$ cat src/rtl/ps2_pkg.sv
// Shared types and constants for the PS/2 key event receiver.
package ps2_pkg;

    localparam logic [7:0] PS2_PREFIX_EXT = 8'hE0;
    localparam logic [7:0] PS2_PREFIX_BRK = 8'hF0;

    typedef struct packed {
        logic       ext;
        logic       brk;
        logic [7:0] code;
    } ps2_event_t;

    typedef enum logic [1:0] {StIdle, StData, StParity, StStop} ps2_state_t;

    // True when data byte plus parity bit carry an odd number of ones.
    function automatic logic odd_parity_ok(input logic [7:0] code, input logic par);
        return ^{code, par};
    endfunction

endpackage

$ cat src/rtl/ps2_event_fifo.sv
// Key event FIFO with valid/ready read port and a sticky drop flag.
module ps2_event_fifo
    import ps2_pkg::*;
#(
    parameter int unsigned FIFO_DEPTH = 8
) (
    input  logic       clk,
    input  logic       rst,
    input  logic       push,
    input  ps2_event_t push_data,
    output ps2_event_t rd_data,
    output logic       rd_valid,
    input  logic       rd_ready,
    output logic       overflow
);

    localparam int unsigned AW = $clog2(FIFO_DEPTH);

    ps2_event_t     mem_q [FIFO_DEPTH];
    logic [AW:0]    wr_ptr_q, rd_ptr_q;
    logic           overflow_q;
    logic           empty, full, pop, wr_en, drop;

    assign empty = (wr_ptr_q == rd_ptr_q);
    assign full  = (wr_ptr_q[AW] != rd_ptr_q[AW]) &&
                   (wr_ptr_q[AW-1:0] == rd_ptr_q[AW-1:0]);
    assign pop   = !empty && rd_ready;
    // A pop frees the head slot in the same cycle, so a full FIFO still accepts.
    assign wr_en = push && (!full || pop);
    assign drop  = push && full && !pop;

    always_ff @(posedge clk) begin
        if (rst) begin
            wr_ptr_q   <= '0;
            rd_ptr_q   <= '0;
            overflow_q <= 1'b0;
        end else begin
            if (wr_en) wr_ptr_q <= wr_ptr_q + 1'b1;
            if (pop)   rd_ptr_q <= rd_ptr_q + 1'b1;
            if (drop)  overflow_q <= 1'b1;
        end
    end

    always_ff @(posedge clk) begin
        if (wr_en) mem_q[wr_ptr_q[AW-1:0]] <= push_data;
    end

    assign rd_valid = !empty;
    assign rd_data  = empty ? '0 : mem_q[rd_ptr_q[AW-1:0]];
    assign overflow = overflow_q;

endmodule

$ cat src/rtl/ps2_key_event_rx.sv
// PS/2 keyboard receiver: frames bytes, folds E0/F0 prefixes into key events, buffers them.
// Define PS2_PARITY_CHECK_EN to drop frames with even parity.
module ps2_key_event_rx
    import ps2_pkg::*;
#(
    parameter int unsigned FIFO_DEPTH     = 8,
    parameter int unsigned TIMEOUT_CYCLES = 50000
) (
    input  logic       CLK50MHZ,
    input  logic       rst,
    input  logic       ps2_clk,
    input  logic       ps2_data,
    output logic [9:0] ev_data,
    output logic       ev_valid,
    input  logic       ev_ready,
    output logic       overflow,
    output logic       frame_err
);

    localparam int unsigned TW = $clog2(TIMEOUT_CYCLES + 1);
    localparam logic [TW-1:0] TMO_LAST = TW'(TIMEOUT_CYCLES - 1);

    logic clk_meta_q, clk_sync_q, clk_prev_q;
    logic data_meta_q, data_sync_q;
    logic fall;

    ps2_state_t    state_q, state_d;
    logic [2:0]    bit_cnt_q, bit_cnt_d;
    logic [7:0]    shift_q, shift_d;
    logic [TW-1:0] tmo_q, tmo_d;
    logic          err_d, frame_err_q;
    logic          byte_done, par_ok;
    logic          byte_valid_q;
    logic [7:0]    byte_q;
    logic          ext_q, ext_d, brk_q, brk_d;
    logic          push;
    ps2_event_t    ev, head;

`ifdef PS2_PARITY_CHECK_EN
    logic par_q, par_d;
    assign par_ok = odd_parity_ok(shift_q, par_q);
`else
    assign par_ok = 1'b1;
`endif

    // Idle-high reset values keep a spurious falling edge from appearing after rst.
    always_ff @(posedge CLK50MHZ) begin
        if (rst) begin
            clk_meta_q  <= 1'b1;
            clk_sync_q  <= 1'b1;
            clk_prev_q  <= 1'b1;
            data_meta_q <= 1'b1;
            data_sync_q <= 1'b1;
        end else begin
            clk_meta_q  <= ps2_clk;
            clk_sync_q  <= clk_meta_q;
            clk_prev_q  <= clk_sync_q;
            data_meta_q <= ps2_data;
            data_sync_q <= data_meta_q;
        end
    end

    assign fall = clk_prev_q && !clk_sync_q;

    always_ff @(posedge CLK50MHZ) begin
        if (rst) begin
            state_q      <= StIdle;
            bit_cnt_q    <= '0;
            shift_q      <= '0;
            tmo_q        <= '0;
            frame_err_q  <= 1'b0;
            byte_valid_q <= 1'b0;
            byte_q       <= '0;
            ext_q        <= 1'b0;
            brk_q        <= 1'b0;
`ifdef PS2_PARITY_CHECK_EN
            par_q        <= 1'b0;
`endif
        end else begin
            state_q      <= state_d;
            bit_cnt_q    <= bit_cnt_d;
            shift_q      <= shift_d;
            tmo_q        <= tmo_d;
            frame_err_q  <= err_d;
            byte_valid_q <= byte_done;
            byte_q       <= shift_q;
            ext_q        <= ext_d;
            brk_q        <= brk_d;
`ifdef PS2_PARITY_CHECK_EN
            par_q        <= par_d;
`endif
        end
    end

    always_comb begin
        state_d   = state_q;
        bit_cnt_d = bit_cnt_q;
        shift_d   = shift_q;
        byte_done = 1'b0;
        err_d     = 1'b0;
`ifdef PS2_PARITY_CHECK_EN
        par_d     = par_q;
`endif
        if (state_q == StIdle || fall) tmo_d = '0;
        else                           tmo_d = tmo_q + 1'b1;

        if (state_q != StIdle && !fall && tmo_q == TMO_LAST) begin
            state_d = StIdle;
            err_d   = 1'b1;
            tmo_d   = '0;
        end else if (fall) begin
            unique case (state_q)
                StIdle: begin
                    if (!data_sync_q) begin
                        state_d   = StData;
                        bit_cnt_d = '0;
                    end
                end
                StData: begin
                    shift_d   = {data_sync_q, shift_q[7:1]};
                    bit_cnt_d = bit_cnt_q + 1'b1;
                    if (bit_cnt_q == 3'd7) state_d = StParity;
                end
                StParity: begin
`ifdef PS2_PARITY_CHECK_EN
                    par_d   = data_sync_q;
`endif
                    state_d = StStop;
                end
                StStop: begin
                    state_d = StIdle;
                    if (data_sync_q && par_ok) byte_done = 1'b1;
                    else                       err_d     = 1'b1;
                end
            endcase
        end
    end

    // Prefix bytes only arm the pending flags; the next plain byte carries them out.
    always_comb begin
        push    = 1'b0;
        ext_d   = ext_q;
        brk_d   = brk_q;
        ev.ext  = ext_q;
        ev.brk  = brk_q;
        ev.code = byte_q;
        if (byte_valid_q) begin
            if (byte_q == PS2_PREFIX_EXT) begin
                ext_d = 1'b1;
            end else if (byte_q == PS2_PREFIX_BRK) begin
                brk_d = 1'b1;
            end else begin
                push  = 1'b1;
                ext_d = 1'b0;
                brk_d = 1'b0;
            end
        end
    end

    ps2_event_fifo #(
        .FIFO_DEPTH(FIFO_DEPTH)
    ) u_fifo (
        .clk      (CLK50MHZ),
        .rst      (rst),
        .push     (push),
        .push_data(ev),
        .rd_data  (head),
        .rd_valid (ev_valid),
        .rd_ready (ev_ready),
        .overflow (overflow)
    );

    assign ev_data   = head;
    assign frame_err = frame_err_q;

endmodule

$ cat config.mk
export PLATFORM = sky130hd
export DESIGN_NAME = ps2_key_event_rx
export DESIGN_NICKNAME = d
export VERILOG_FILES = /design/src/rtl/ps2_pkg.sv /design/src/rtl/ps2_event_fifo.sv /design/src/rtl/ps2_key_event_rx.sv
export SDC_FILE = /design/constraint.sdc
export NUM_CORES = 1
export LEC_CHECK = 0
export BUFFER_PORTS_ARGS = -buffer_cell sky130_fd_sc_hd__buf_2
export CAP_MARGIN = 10
export CELL_PAD_IN_SITES_DETAIL_PLACEMENT = 0
export CELL_PAD_IN_SITES_GLOBAL_PLACEMENT = 1
export CORE_MARGIN = 2
export CORE_UTILIZATION = 30
export DETAILED_ROUTE_END_ITERATION = 12
export PLACE_DENSITY = 0.53
export SLEW_MARGIN = 20
export SYNTH_ARGS = -nofsm -noshare
export SYNTH_HDL_FRONTEND = slang
export SYNTH_HIERARCHICAL = 1
export SYNTH_SLANG_ARGS = --single-unit
export TNS_END_PERCENT = 20
$ cat constraint.sdc
create_clock -name CLK50MHZ -period 3.15 [get_ports CLK50MHZ]
set_input_delay 0 -clock CLK50MHZ [delete_from_list [all_inputs] [get_ports CLK50MHZ]]
set_output_delay 0 -clock CLK50MHZ [all_outputs]
set_load 0.01 [all_outputs]
Yosys cells after proc, flatten, opt, wreduce, memory -nomap -nowiden. Memory sizes are Yosys's and may differ from the RTL's. A register that Yosys moved wholly into a read port is not among the register bits. Index checks and enable logic that the tools add are counted.

Bits in registers: 55. Latch bits: 0. Memory bits (writable): 80. Memory bits (read-only): 0. Bits of input ports: 5. Output and inout bits: 13. Word-level logic and storage cells: 86. Memories kept: 1.

Memory list: u_fifo.mem_q (words 8, width 10, rd ports 1, clocked after Yosys merged registers in 1, wr ports 1, RTL line ps2_event_fifo.sv:19) `ps2_event_t mem_q [FIFO_DEPTH];`.

Add/subtract/negate cells: 4. Multiply operators: 0. Divide/modulo/power cells: 0. Order comparisons: 0. Equality and inequality tests: 13. Shift operators: 0. Mux-type cells: 21. Bitwise gates (word level): 4. Reductions and logical operators: 26.

Operators by type and width (number): 16-bit by 1-bit adder with 16-bit output (second input constant) (1); 16-bit equality test (second input constant) (1); 8-bit equality test (second input constant) (2); 1-bit two-way mux (13); 10-bit two-way mux (1); 3-bit two-way mux (3); 4-bit by 1-bit adder with 4-bit output (second input constant) (2); 1-bit logical AND (8); 2-bit one-hot mux with 4 select lines (1); 2-bit inequality test (second input constant) (3); 3-bit one-hot mux with 2 select lines (1); 3-bit AND reduction (2); 1-bit logical NOT (5); 2-bit equality test (second input constant) (2); 4-bit equality test (1); 2-bit two-way mux (2); 1-bit NOT (4); 2-bit AND reduction (2); 4-bit AND reduction (1); 2-bit nonzero test (2); 4-bit OR reduction (1); 3-bit by 1-bit adder with 3-bit output (second input constant) (1); 3-bit equality test (1); 3-bit equality test (second input constant) (1); other kinds (6) (7).

Logic depth before layout (Yosys ltp).
Word-level depth: 7. Mapped depth: 7. Gate-level depth less buffers: 6.

Hierarchy. Netlist, hierarchy kept.

By module, submodules not included: ps2_event_fifo (instances 1, cells an instance 215, area each 3713.6 µm², seq. area each 2642.5 µm²); ps2_key_event_rx (instances 1, cells an instance 178, area each 1886.8 µm², seq. area each 920.9 µm²).

Worst setup path after synthesis. OpenSTA, ideal clock, no wires.

Kind: reg2reg. Start: register u_fifo.wr_ptr_q[0]. End: memory u_fifo/mem_q[0][0] (netlist name), enable pin. Library setup time: 404 ps. Data arrival time: 2202 ps. Required time: 2746 ps. Path slack: 545 ps. Cell stages (with the launch flop): 7. Path buffers: 2. Clock period less this slack: 2605 ps. Cell sequence: dfxtp_1 clkbuf_1 xor2_1 or3_1 buf_2 nor2_1 nor4_1.

Longest elaborated chain between the ends: 7. Elaborated cells between the ends (all ways): 10. Classes of those cells: eq/ne (2); mux (2); reduce/logical (6).

RTL lines: from (decl) (RTL line ps2_event_fifo.sv:20) `logic [AW:0] wr_ptr_q, rd_ptr_q;`; from (signal assigned) (RTL line ps2_event_fifo.sv:38) `if (wr_en) wr_ptr_q <= wr_ptr_q + 1'b1;`; 4-bit equality test or 3-bit equality test (tied branches) (RTL line ps2_event_fifo.sv:24, ps2_event_fifo.sv:26); 1-bit logical NOT or 1-bit logical AND (tied branches) (RTL line ps2_event_fifo.sv:27, ps2_event_fifo.sv:25); 1-bit logical AND or 1-bit logical NOT (tied branches) (RTL line ps2_event_fifo.sv:27, ps2_event_fifo.sv:29); 1-bit logical OR (RTL line ps2_event_fifo.sv:29) `assign wr_en = push && (!full || pop);`; 1-bit logical AND (RTL line ps2_event_fifo.sv:29); 1-bit two-way mux (RTL line ps2_event_fifo.sv:45) `if (wr_en) mem_q[wr_ptr_q[AW-1:0]] <= push_data;`; 1-bit two-way mux (implied by the code) (RTL line ps2_event_fifo.sv:45); to (decl) (RTL line ps2_event_fifo.sv:19).

Several ways; a longest one is shown, not always the timed one.

Final worst setup path.
Start: register u_fifo.wr_ptr_q[1]. End: memory u_fifo/mem_q[7][2] (netlist name), enable pin.

The elaborated chain is that of the path after synthesis.

==> flow_metrics.env <==
export IMPL_fin_nets=440
export IMPL_syn2layout_area_growth_pct=18.16
export IMPL_cp_max_fo=10
export IMPL_die_area_mm2=0.01978
export IMPL_synth_top_cell_by_area="edfxtp_1"
export IMPL_vias=3181
export IMPL_cts_root_buffer="clkbuf_16"
export IMPL_syn_nets=407
export IMPL_syn_avg_cell_area_um2=14.25
export IMPL_ys_ff_latch=138
export IMPL_period_minus_slack_ns=2.375
export IMPL_place_hpwl_mm=7.296
export IMPL_status="finished clean"
export IMPL_die_x_um=140.6
export IMPL_clk_pin_slew_ns=0.06
export IMPL_setup_ws_ns=0.7754
export IMPL_ant_nets=0
export IMPL_grt_pass1_vias=3285
export IMPL_synth_edf_count=80
export IMPL_tightest_slew_ns=0.7888
export IMPL_ctsResizeCount=0
export IMPL_fin_crit_sh_pct=75.38
export IMPL_cts_sinks=138
export IMPL_hold_path_class="in -> reg"
export IMPL_cp_slowest_cell="dfxtp_1"
export IMPL_power_density_mw_per_mm2=599.9
export IMPL_start_kind="register"
export IMPL_synth_top_area_share_pct=42.90
export IMPL_drtIter0Drc=194
export IMPL_die_y_um=140.6
export IMPL_holdWs_ns=0.1023
export IMPL_required_ns=3.19
export IMPL_cts_tree="done"
export IMPL_grt_max_degree=38
export IMPL_htree_levels=4
export IMPL_irDropWorstVdd_v=0.0003966
export IMPL_grt_pass1_wl_mm=18.39
export IMPL_end_kind="register"
export IMPL_ys_types=54
export IMPL_rsz0062_at_grt="no"
export IMPL_cts_hold_buf=3
export IMPL_dr_pass1_iters=4
export IMPL_finalSetupViolCount=0
export IMPL_post_route_util_pct=36.47
export IMPL_place_ws_ns=0.4944
export IMPL_wl_per_cell_um=16.72
export IMPL_worstSetupPathType="reg -> reg"
export IMPL_maxCapViolCount=0
export IMPL_track_usage_pct=12.38
export IMPL_rows=49
export IMPL_drv_slew=0
export IMPL_arrival_ns=2.42
export IMPL_drive_above_1_share_pct=25.97
export IMPL_gp_congestion=0.7562
export IMPL_antennaDiodeCount=0
export IMPL_synthTopCellsByArea="edfxtp_1, dfxtp_1, mux4_2, mux2i_1, nor2_1"
export IMPL_clockBufferDepth=2
export IMPL_p_total_mw=3.970
export IMPL_antenna_found_initial=0
export IMPL_slew_headroom_pct=47.34
export IMPL_clk_latency_ns=0.42
export IMPL_ys_async_sr_fraction_pct=0
export IMPL_ys_top_cells_by_count="edfxtp_1, dfxtp_1, nor2_1"
export IMPL_hold_violations=0
export IMPL_wl_mm=11.17
export IMPL_crit_path_cell_trace="xor2_1, or3_1, o21ai_0, nor2_2"
export IMPL_skew_ns=0.01650
export IMPL_synth_cells=393
export IMPL_start_util_pct=30.86
export IMPL_yosys_warnings=6
export IMPL_vias_per_cell=4.762
export IMPL_grt_ovfl_total=0
export IMPL_yosys_cell_count_top_type="edfxtp_1"
export IMPL_cts_setup_buffers=0
export IMPL_numCtsBuffers=17
export IMPL_io_buffers=17
export IMPL_io_pins=18
export IMPL_yosysSeqAreaShare_pct=63.63
export IMPL_synthFlopType="edfxtp_1"
export IMPL_core_mm2=0.01815
export IMPL_p_leak_nw=2.249
export IMPL_max_freq_ghz=0.4211
export IMPL_critPathMaxStageDelay_ns=0.58
export IMPL_route_detailed_drc=0
export IMPL_tns_ns=0
export IMPL_synth_area_mm2=0.005600
-- path summary, 6_finish.rpt --
path                                           end  cells past startpoint  slack, ns          startpoint
worst max-delay path            u_fifo/mem_q[7][2]                      4       0.78  u_fifo/wr_ptr_q[1]
worst min-delay path                    shift_q[7]                      2       0.10                 rst
worst max register to register  u_fifo/mem_q[7][2]                      4       0.78  u_fifo/wr_ptr_q[1]
worst min register to register         data_sync_q                      1       0.41         data_meta_q
-- routing by layer --
metal  share of wire, %  routed length (um)  global-route usage, %  vias to the layer above
met5                  0                   0                      0                        -
met4                1.1                 127                  4.474                        0
met3                3.8                 420                  3.567                       11
met2                 49                5420                  19.97                       57
met1                 47                5203                  15.94                     1580
li1                   -                   -                      -                     1533
-- report_power, final --
part	internal [mW]	leakage [nW]	switching [mW]	total (mW)
combinational	0.00964	0.748	0.0146	0.0243
clock	1.26	0.294	0.793	2.05
sequential	1.89	1.21	0.00200	1.89
-- registers in the layout, summed over array words and instances, names as in the netlist, named ones only --
name	cells
bit_cnt_q	3
brk_q	1
byte_q	8
byte_valid_q	1
clk_meta_q	1
clk_prev_q	1
clk_sync_q	1
data_meta_q	1
data_sync_q	1
ext_q	1
frame_err	1
shift_q	8
state_q	2
tmo_q	16
u_fifo/mem_q	80
u_fifo/overflow	1
u_fifo/rd_ptr_q	4
u_fifo/wr_ptr_q	4
-- critical path: cells and delay by family (launching register included) --
family / cells / cell delay, ns
and+or+nand+nor: 2 / 0.88
AOI/OAI and AO/OA: 1 / 0.26
DFF: 1 / 0.58
xor gates and xnor gates: 1 / 0.29
-- final cells by class --
cell class	instances	area, um^2
inverters	9	33.78
flip-flops and latches	138	3565
multi-input cells	231	1934
clock buffers	17	425.4
clock inverters	15	190.2
fillers	1750	11530
repair buffers	29	182.7
well taps	229	286.5
-- layout by cell type, fill, tap and decap left out, types with 9 or more instances in the layout --
cell / count
buf_2: 17
buf_4: 9
clkbuf_16: 17
dfxtp_1: 57
edfxtp_1: 80
ha_1: 9
inv_1: 9
mux2i_1: 16
mux4_2: 20
nand2_1: 15
nand3_1: 9
nand4_1: 10
nor2_1: 34
nor2_2: 11
nor2b_1: 11
nor3_1: 10
xnor2_1: 12
-- cell families after synthesis --
kind of cell / count (synthesis) / synth area share [%]
AOI/OAI and AO/OA: 23 / 3.262
and+or+nand+nor: 143 / 14.81
DFF: 138 / 63.63
muxes: 37 / 11.10
adders and majority gates: 9 / 2.011
xor gates and xnor gates: 19 / 2.971
buffers and inverters: 24 / 2.212
-- metrics by stage --
step / cell area, um^2 / instances
finish: 6618 / 668
global route: 6618 / 668
detailed placement: 5968 / 633
global placement: 5968 / 633
CTS: 6614 / 668
floorplan: 5600 / 393
(Power assumes the default switching activity.)
